[src/rtl/fp_mul_iter.sv]
`default_nettype none
// +--------------------------------------------------------------------------+
// | Module      : fp_mul_iter                                                |
// | Description : Parametrised IEEE-754 multiplier with an iterative         |
// |               shift-add mantissa datapath, full subnormal support,       |
// |               round-to-nearest-even and exception flags.                 |
// | Revision    : 1.0 - initial release                                      |
// +--------------------------------------------------------------------------+
// | Ports (W = 1+EXP_W+MAN_W)                                                |
// |   i_clk    in   1  clock, rising edge                                    |
// |   i_rst    in   1  asynchronous active-high reset                        |
// |   i_valid  in   1  operands i_a/i_b valid                                |
// |   o_ready  out  1  block idle, operands accepted on i_valid&&o_ready     |
// |   i_a      in   W  operand A                                            |
// |   i_b      in   W  operand B                                            |
// |   o_valid  out  1  o_res/o_flags valid, held until i_ready               |
// |   i_ready  in   1  consumer accepts the result                           |
// |   o_res    out  W  product                                              |
// |   o_flags  out  4  {invalid, overflow, underflow, inexact}               |
// +--------------------------------------------------------------------------+
module fp_mul_iter #(
  parameter int EXP_W = 8,
  parameter int MAN_W = 23
) (
  input  logic                   i_clk,
  input  logic                   i_rst,
  input  logic                   i_valid,
  output logic                   o_ready,
  input  logic [EXP_W+MAN_W:0]   i_a,
  input  logic [EXP_W+MAN_W:0]   i_b,
  output logic                   o_valid,
  input  logic                   i_ready,
  output logic [EXP_W+MAN_W:0]   o_res,
  output logic [3:0]             o_flags
);

  localparam int M  = MAN_W + 1;          // significand width incl. hidden bit
  localparam int PW = 2 * M;              // product register width
  localparam int XW = EXP_W + 2;          // signed working exponent width
  localparam int CW = $clog2(MAN_W + 4);  // iteration / shift counter width

  localparam logic signed [XW-1:0] C_BIAS = XW'((1 << (EXP_W - 1)) - 1);
  localparam logic signed [XW-1:0] C_EMAX = XW'((1 << EXP_W) - 1);
  localparam logic signed [XW-1:0] C_ONE  = XW'(1);
  localparam logic [CW-1:0] C_MULT_LAST   = CW'(M - 1);
  localparam logic [CW-1:0] C_SHIFT_LIMIT = CW'(MAN_W + 3);

  typedef enum logic [2:0] {
    S_IDLE   = 3'd0,
    S_UNPACK = 3'd1,
    S_MULT   = 3'd2,
    S_NORM   = 3'd3,
    S_ROUND  = 3'd4,
    S_DONE   = 3'd5
  } state_t;

  state_t                  state_q, state_d;
  logic [EXP_W+MAN_W:0]    a_q, a_d, b_q, b_d;
  logic [EXP_W+MAN_W:0]    res_q, res_d;
  logic [3:0]              flags_q, flags_d;
  logic                    sign_q, sign_d;
  logic signed [XW-1:0]    exp_q, exp_d;
  logic [M-1:0]            mcand_q, mcand_d;
  logic [PW-1:0]           prod_q, prod_d;
  logic [CW-1:0]           cnt_q, cnt_d;

  // Operand classification
  logic [EXP_W-1:0]        ea, eb;
  logic [MAN_W-1:0]        ma, mb;
  logic                    a_nan, a_inf, a_zero, b_nan, b_inf, b_zero;
  logic [M-1:0]            fa, fb;
  logic signed [XW-1:0]    xa, xb, exp_sum;
  logic                    sign_ab;

  always_comb begin
    ea      = a_q[MAN_W +: EXP_W];
    eb      = b_q[MAN_W +: EXP_W];
    ma      = a_q[MAN_W-1:0];
    mb      = b_q[MAN_W-1:0];
    a_nan   = (&ea) & (|ma);
    a_inf   = (&ea) & ~(|ma);
    a_zero  = ~(|ea) & ~(|ma);
    b_nan   = (&eb) & (|mb);
    b_inf   = (&eb) & ~(|mb);
    b_zero  = ~(|eb) & ~(|mb);
    // Subnormals have a clear hidden bit and behave as if their exponent were 1.
    fa      = {|ea, ma};
    fb      = {|eb, mb};
    xa      = (|ea) ? {2'b00, ea} : C_ONE;
    xb      = (|eb) ? {2'b00, eb} : C_ONE;
    exp_sum = xa + xb - C_BIAS;
    sign_ab = a_q[EXP_W+MAN_W] ^ b_q[EXP_W+MAN_W];
  end

  // One shift-add step: the multiplier sits in the low half of prod_q and is
  // consumed LSB first while partial sums enter from the top.
  logic [M:0] add_hi;
  always_comb begin
    add_hi = {1'b0, prod_q[PW-1:M]};
    if (prod_q[0]) begin
      add_hi = {1'b0, prod_q[PW-1:M]} + {1'b0, mcand_q};
    end
  end

  // Rounding. The significand occupies prod_q[PW-2:M-1]; bit M-2 is the guard
  // bit and everything below folds into sticky. Right shifts during NORM jam
  // into bit 0, which lies within the sticky field.
  logic [M-1:0]         rnd_m;
  logic                 rnd_g, rnd_s, rnd_inc, rnd_carry, rnd_lead;
  logic [M:0]           rnd_sum;
  logic signed [XW-1:0] rnd_exp;
  logic [EXP_W+MAN_W:0] rnd_res;
  logic [3:0]           rnd_flags;

  always_comb begin
    rnd_m     = prod_q[PW-2:M-1];
    rnd_g     = prod_q[M-2];
    rnd_s     = |prod_q[M-3:0];
    rnd_inc   = rnd_g & (rnd_s | rnd_m[0]);
    rnd_sum   = {1'b0, rnd_m} + {{M{1'b0}}, rnd_inc};
    rnd_carry = rnd_sum[M];
    rnd_exp   = rnd_carry ? (exp_q + C_ONE) : exp_q;
    // A carry leaves 1.000..0 (stored bits already zero in rnd_sum).
    rnd_lead  = rnd_carry | rnd_sum[M-1];
    rnd_res   = '0;
    rnd_flags = '0;
    if (rnd_exp >= C_EMAX) begin
      rnd_res   = {sign_q, {EXP_W{1'b1}}, {MAN_W{1'b0}}};
      rnd_flags = 4'b0101;
    end else if (rnd_lead) begin
      rnd_res   = {sign_q, rnd_exp[EXP_W-1:0], rnd_sum[MAN_W-1:0]};
      rnd_flags = {3'b000, rnd_g | rnd_s};
    end else begin
      // Tiny result: subnormal or zero encoding.
      rnd_res   = {sign_q, {EXP_W{1'b0}}, rnd_sum[MAN_W-1:0]};
      rnd_flags = {2'b00, rnd_g | rnd_s, rnd_g | rnd_s};
    end
  end

  // Next-state logic
  always_comb begin
    state_d = state_q;
    a_d     = a_q;
    b_d     = b_q;
    res_d   = res_q;
    flags_d = flags_q;
    sign_d  = sign_q;
    exp_d   = exp_q;
    mcand_d = mcand_q;
    prod_d  = prod_q;
    cnt_d   = cnt_q;
    case (state_q)
      S_IDLE: begin
        if (i_valid) begin
          a_d     = i_a;
          b_d     = i_b;
          state_d = S_UNPACK;
        end
      end
      S_UNPACK: begin
        sign_d  = sign_ab;
        exp_d   = exp_sum;
        mcand_d = fa;
        prod_d  = {{M{1'b0}}, fb};
        cnt_d   = '0;
        state_d = S_MULT;
        if (a_nan | b_nan | (a_inf & b_zero) | (b_inf & a_zero)) begin
          res_d   = '1;
          flags_d = 4'b1000;
          state_d = S_DONE;
        end else if (a_inf | b_inf) begin
          res_d   = {sign_ab, {EXP_W{1'b1}}, {MAN_W{1'b0}}};
          flags_d = 4'b0000;
          state_d = S_DONE;
        end else if (a_zero | b_zero) begin
          res_d   = {sign_ab, {(EXP_W+MAN_W){1'b0}}};
          flags_d = 4'b0000;
          state_d = S_DONE;
        end
      end
      S_MULT: begin
        prod_d = {add_hi, prod_q[M-1:1]};
        cnt_d  = cnt_q + 1'b1;
        if (cnt_q == C_MULT_LAST) begin
          cnt_d   = '0;
          state_d = S_NORM;
        end
      end
      S_NORM: begin
        if (prod_q[PW-1]) begin
          prod_d = {1'b0, prod_q[PW-1:2], prod_q[1] | prod_q[0]};
          exp_d  = exp_q + C_ONE;
        end else if (!prod_q[PW-2] && (exp_q > C_ONE)) begin
          prod_d = {prod_q[PW-2:0], 1'b0};
          exp_d  = exp_q - C_ONE;
        end else if ((exp_q < C_ONE) && (cnt_q < C_SHIFT_LIMIT)) begin
          // Denormalise toward exponent 1; beyond the limit the value is
          // below a quarter ulp of the smallest subnormal and rounds to zero.
          prod_d = {1'b0, prod_q[PW-1:2], prod_q[1] | prod_q[0]};
          exp_d  = exp_q + C_ONE;
          cnt_d  = cnt_q + 1'b1;
        end else begin
          state_d = S_ROUND;
        end
      end
      S_ROUND: begin
        res_d   = rnd_res;
        flags_d = rnd_flags;
        state_d = S_DONE;
      end
      S_DONE: begin
        if (i_ready) begin
          state_d = S_IDLE;
        end
      end
      default: begin
        state_d = S_IDLE;
      end
    endcase
  end

  always_ff @(posedge i_clk or posedge i_rst) begin
    if (i_rst) begin
      state_q <= S_IDLE;
      a_q     <= '0;
      b_q     <= '0;
      res_q   <= '0;
      flags_q <= '0;
      sign_q  <= 1'b0;
      exp_q   <= '0;
      mcand_q <= '0;
      prod_q  <= '0;
      cnt_q   <= '0;
    end else begin
      state_q <= state_d;
      a_q     <= a_d;
      b_q     <= b_d;
      res_q   <= res_d;
      flags_q <= flags_d;
      sign_q  <= sign_d;
      exp_q   <= exp_d;
      mcand_q <= mcand_d;
      prod_q  <= prod_d;
      cnt_q   <= cnt_d;
    end
  end

  assign o_ready = (state_q == S_IDLE);
  assign o_valid = (state_q == S_DONE);
  assign o_res   = res_q;
  assign o_flags = flags_q;

endmodule
`default_nettype wire
[config.mk]
export PLATFORM = sky130hd
export DESIGN_NAME = fp_mul_iter
export DESIGN_NICKNAME = d
export VERILOG_FILES = /design/src/rtl/fp_mul_iter.sv
export SDC_FILE = /design/constraint.sdc
export NUM_CORES = 1
export LEC_CHECK = 0
export ABC_CLOCK_PERIOD_IN_PS = 10500
export CORE_MARGIN = 8
export CORE_UTILIZATION = 55
export CTS_CLUSTER_SIZE = 16
export DETAILED_ROUTE_END_ITERATION = 10
export DONT_BUFFER_PORTS = 1
export PLACE_DENSITY = 0.73
export SLEW_MARGIN = 20
export SYNTH_ARGS = -nofsm -noshare
export SYNTH_HDL_FRONTEND = slang
export SYNTH_SLANG_ARGS = --single-unit
[constraint.sdc]
create_clock -name i_clk -period 10.5 [get_ports i_clk]
set_input_delay 2.1 -clock i_clk [delete_from_list [all_inputs] [get_ports i_clk]]
set_output_delay 2.1 -clock i_clk [all_outputs]
set_load 0.02 [all_outputs]
== After elaboration in Yosys (flattened, before gate mapping) ==
Cells that the tools add are included.

* Word-level logic and storage cells: 119
* Output and inout bits: 38
* ROM bits: 0
* Bits in registers: 191
* Input port bits: 68
* Latch bits: 0
* Bits in writable memories: 0
* Memories kept: 0

* Bitwise operators: 23
* Muxes and demuxes: 39
* $lt $le $gt $ge: 4
* Div/mod/pow operators: 0
* Equality and inequality tests: 15
* Multipliers: 0
* $add $sub $neg: 7
* Reductions and logical operators: 20
* Shift-type cells: 0

{| class="wikitable"
|+ Operator list
! cell !! number
|-
| 48-bit case mux with 3 select lines || 1
|-
| 32-bit two-way mux || 3
|-
| 48-bit two-way mux || 2
|-
| 32-bit case mux with 2 select lines || 1
|-
| 31-bit two-way mux || 2
|-
| 47-bit two-way mux || 1
|-
| 23-bit OR reduction || 2
|-
| 10-bit two-way mux || 4
|-
| 3-bit two-way mux || 10
|-
| 24-bit by 1-bit adder with 25-bit output || 1
|-
| 24-bit by 24-bit adder with 25-bit output || 1
|-
| 25-bit two-way mux || 1
|-
| 22-bit OR reduction || 1
|-
| 5-bit two-way mux || 4
|-
| 10-bit case mux with 2 select lines || 1
|-
| 3-bit case mux with 6 select lines || 1
|-
| 8-bit two-way mux || 2
|-
| 8-bit AND reduction || 2
|-
| 8-bit OR reduction || 2
|-
| 5-bit case mux with 3 select lines || 1
|-
| 4-bit two-way mux || 3
|-
| 2-bit inequality test (second input constant) || 6
|-
| 10-bit by 2-bit adder with 10-bit output (second input constant) || 1
|-
| 10-bit by 9-bit >= comparator with 1-bit output (second input constant) || 1
|-
| 27 further kinds || 54
|}

== Longest topological paths before layout ==
* Depth after elaboration: 8
* Gate-level depth with buffers: 15

== Worst setup path before layout ==
OpenSTA, ideal clock, no wires.

* Path type: input -> register
* Start point: input port i_valid
* End point: register a_q[0]
* Stages on the path: 4
* Arrival: 3.269 ns
* Setup time: 0.125 ns
* Required time: 10.375 ns
* Setup slack: 7.107 ns
* Path through: and2_1 > clkbuf_1 > clkbuf_1 > mux2_2

* Cells in the longest elaborated chain, start to end: 1

{| class="wikitable"
|+ Ends and longest elaborated chain
! element !! line !! text
|-
| start: declaration || 27 || <nowiki>input logic i_valid,</nowiki>
|-
| 2-bit AND reduction (no line) || -- ||
|-
| end signal: assignment || 225 || <nowiki>a_q <= '0;</nowiki>
|-
| end signal: assignment || 236 || <nowiki>a_q <= a_d;</nowiki>
|-
| end: declaration || 58 || <nowiki>logic [EXP_W+MAN_W:0] a_q, a_d, b_q, b_d;</nowiki>
|}

No other way between the ends.
A chain may end at the register's enable or synchronous reset.

== Worst setup path after layout ==
* Start point: register prod_q[22]
* End point: register res_q[28] (netlist: o_res[28])

* Cells in the longest elaborated chain, start to end: 6

{| class="wikitable"
|+ Ends and longest elaborated chain
! element !! line !! text
|-
| start: declaration || 64 || <nowiki>logic [PW-1:0] prod_q, prod_d;</nowiki>
|-
| start signal: assignment || 243 || <nowiki>prod_q <= prod_d;</nowiki>
|-
| 1-bit bitwise AND * || 119 || <nowiki>rnd_inc = rnd_g & (rnd_s | rnd_m[0]);</nowiki>
|-
| 24-bit by 1-bit adder with 25-bit output * || 120 || <nowiki>rnd_sum = {1'b0, rnd_m} + {{M{1'b0}}, rnd_inc};</nowiki>
|-
| 10-bit two-way mux or 1-bit bitwise OR (tied branches) || 122, 124 ||
|-
| 10-bit by 9-bit >= comparator with 1-bit output or 31-bit two-way mux (tied branches) || 127, 130 ||
|-
| 31-bit two-way mux * || 127 || <nowiki>if (rnd_exp >= C_EMAX) begin</nowiki>
|-
| 32-bit case mux with 2 select lines * || 152 || <nowiki>case (state_q)</nowiki>
|-
| end signal: assignment || 238 || <nowiki>res_q <= res_d;</nowiki>
|-
| end: declaration || 59 || <nowiki>logic [EXP_W+MAN_W:0] res_q, res_d;</nowiki>
|}

Every way passes the cells marked *; elsewhere a longest branch is shown, timed or not.

==> results_dict.tcl <==
set metrics [dict create \
    final.setup.tns_ps 0 \
    grt-ovfl-total 0 \
    reg2reg_slack_ps 6540 \
    root_buffer "clkbuf_16" \
    die-height_um 160 \
    rows 52 \
    p_comb_frac 0.475 \
    yosys.area.top_type_share 0.420 \
    power.total_w 0.00426 \
    slew_headroom 0.327 \
    min_to "o_res[31]" \
    yosys-top-cells-count "dfrtp_1, nand2_1, nor2_1" \
    synth-main-ff-cell "dfrtp_1" \
    power_frac_seq 0.369 \
    diodes 0 \
    fmax_ghz 0.253 \
    design_area_um2 12100 \
    required_ps 10890 \
    worstSetupPathType "reg -> reg" \
    htree_levels 4 \
    drc_errors 0 \
    post_cts_buffers 0 \
    routed_wl_um 28100 \
    drv_slew 0 \
    pre_cts_ws_ps 6550 \
    avgSynthCellArea_um2 9.58 \
    first_global_vias 8518 \
    placed_area_um2 11500 \
    ctsResizeCount 0 \
    p_clk_frac 0.156 \
    rr_worst_depth 10 \
    synth_edf_count 0 \
    synth-seq-cells 191 \
    grt_pass1_wl_um 45900 \
    multi_input_area_um2 6170 \
    die_x_um 160 \
    postRouteAntennaNets 0 \
    cts_tree "done" \
    leakage_nw 5.09 \
    outcome "finished, final reports clean" \
    hold_path_startpoint "sign_q" \
    die-area_um2 25500 \
    finalCriticalPeriod_ps 3960 \
    via_per_inst 6.34 \
    dr.first_iter.drc_count 977 \
    swShare 0.455 \
    hold_viol_final 0 \
    vias 8966 \
    vdd_drop_max_mv 0.229 \
    synth_cells 1187 \
    gp_congestion 0.908 \
    cts_hold_buf 0 \
    nNetsFinal 1245 \
    dr.pass1.iters 9 \
    synth_seq_area_share 0.420 \
    fillers 1723 \
    seqCellArea_um2 4780 \
    synthToLayoutAreaGrowth_pct 6.33 \
    path_clk_slew_ps 80 \
    cap_viol_max_count 0 \
    portBuffers 0 \
    worst_pin_slew_ps 1010 \
    end_kind "flip-flop" \
    insertion_delay_ps 450 \
    yosysMostFrequentCell "dfrtp_1" \
    start_util 0.560 \
    worstPathMaxFanout 24 \
    setup_viol 0 \
    finClkSkew_ps 12.3 \
    fin_crit_sh 0.377 \
    rsz0062_at_grt "no" \
    grt_max_degree 110 \
    cts_buffers 17 \
    clock_path_buffers 2 \
    synth_warnings 0 \
    syn_nets 1301 \
    drive_gt1_frac 0.131 \
    hp-class "reg -> reg" \
    core-area_um2 20300 \
    synth_cell_types 68 \
    hpwl_um 20000 \
    ys_top_cells_by_area "dfrtp_1, mux2_2, ha_1, nand2_1, nor2_1" \
    ios 106 \
    yosys.area.top_type "dfrtp_1" \
    p_switching_w 0.00194 \
    avgRoutedWirePerCell_um 19.9 \
    grtUsageTotal 0.218 \
    fin_ws_ps 6540 \
    cp-start-kind "flip-flop" \
    powerDensity_nw_per_um2 352 \
    r2r_start "prod_q[22]" \
    r2r-end "o_res[28]" \
    antenna_found_initial 0 \
    async_flop_share 1.00 \
    arrival_ps 4340 \
    min_path_cells 2 \
    intPower_w 0.00232 \
    synthesis.area_um2 11400 \
    clkSinkCount 191 \
]
worst max-delay path, cell delays in order (launching register included):
cell and delay (ps):
dfrtp_1 450, and2_1 160, ha_1 190, nand3_1 180
or4_1 730, nor3_4 390, a31oi_1 140, a311o_1 380
o31ai_4 830, o21a_4 290, o22a_1 150
through the flow:
| step | instances | hold slack [ps] | utilization |
|---|---|---|---|
| final | 1414 | 496 | 0.596 |
| after global routing | 1414 | 499 | 0.596 |
| after CTS | 1414 | 496 | 0.596 |
| after detailed placement | 1382 | 482 | 0.566 |
| after global placement | 1382 | 475 | 0.566 |
| after floorplan | 1187 | 451 | - |
layer usage:
metal,global-route usage,share of wire
met2,0.344,0.47
met5,0,0
met3,0.0494,0.072
met4,0.0633,0.019
met1,0.296,0.44
placed cells by master (no fill, tap or decap), types with 6 or more instances in the layout:
| cell type | count |
|---|---|
| o22ai_1 | 9 |
| xor2_1 | 23 |
| nor2b_1 | 7 |
| mux2_2 | 91 |
| o22a_1 | 13 |
| nand2b_1 | 12 |
| buf_4 | 9 |
| ha_1 | 44 |
| or3_1 | 7 |
| or4_1 | 7 |
| inv_8 | 6 |
| nor2_1 | 99 |
| a22oi_1 | 7 |
| nand2_1 | 107 |
| a21oi_1 | 64 |
| and3_1 | 11 |
| nand3_1 | 29 |
| mux2i_1 | 34 |
| xnor2_1 | 29 |
| a31oi_1 | 6 |
| nor3_1 | 21 |
| a211oi_1 | 22 |
| nand4_1 | 21 |
| dfrtp_1 | 191 |
| a22o_1 | 11 |
| inv_1 | 28 |
| a21o_1 | 24 |
| o21ai_0 | 53 |
| o211ai_1 | 25 |
| nor4_1 | 24 |
| clkbuf_16 | 17 |
power groups by stage:
stage / combinational [W] / sequential, W / clock [W]
finish: 0.00203 / 0.00157 / 0.000665
global route: 0.00225 / 0.00162 / 0.000702
CTS: 0.00201 / 0.00157 / 0.000676
detailed placement: 0.00200 / 0.00158 / 0
global placement: 0.00194 / 0.00157 / 0
floorplan: 0.00173 / 0.00137 / 0
flip-flops by register name, summed over array words and instances, names as in the netlist:
| signal | count |
|---|---|
| state_q | 3 |
| exp_q | 10 |
| b_q | 32 |
| prod_q | 48 |
| o_res | 32 |
| sign_q | 1 |
| mcand_q | 24 |
| a_q | 32 |
| o_flags | 4 |
| cnt_q | 5 |
worst max-delay path by stage:
stage / startpoint / cells past startpoint / end
final: prod_q[22] / 10 / o_res[28]
after global routing: prod_q[22] / 10 / o_res[28]
after CTS: prod_q[22] / 10 / o_res[29]
after detailed placement: prod_q[22] / 10 / o_res[29]
after global placement: prod_q[22] / 10 / o_res[27]
after floorplan: i_rst / 1 / a_q[0]
logic make-up after synthesis:
group / after synthesis / synth area share
fa+ha+maj: 46 / 0.0519
buf+inv: 115 / 0.0396
mux: 125 / 0.120
xor+xnor: 52 / 0.0400
flops: 191 / 0.420
compound gates: 284 / 0.169
simple gates: 374 / 0.159
cell type report:
class / instances / area share
multi-input combinational: 881 / 0.510
inverter: 30 / 0.00993
sequential: 191 / 0.395
clock inverter: 15 / 0.0155
clock buffer: 17 / 0.0352
tap: 270 / 0.0279
timing repair buffer: 10 / 0.00652
Note: power is estimated with default switching activity, not from simulation.
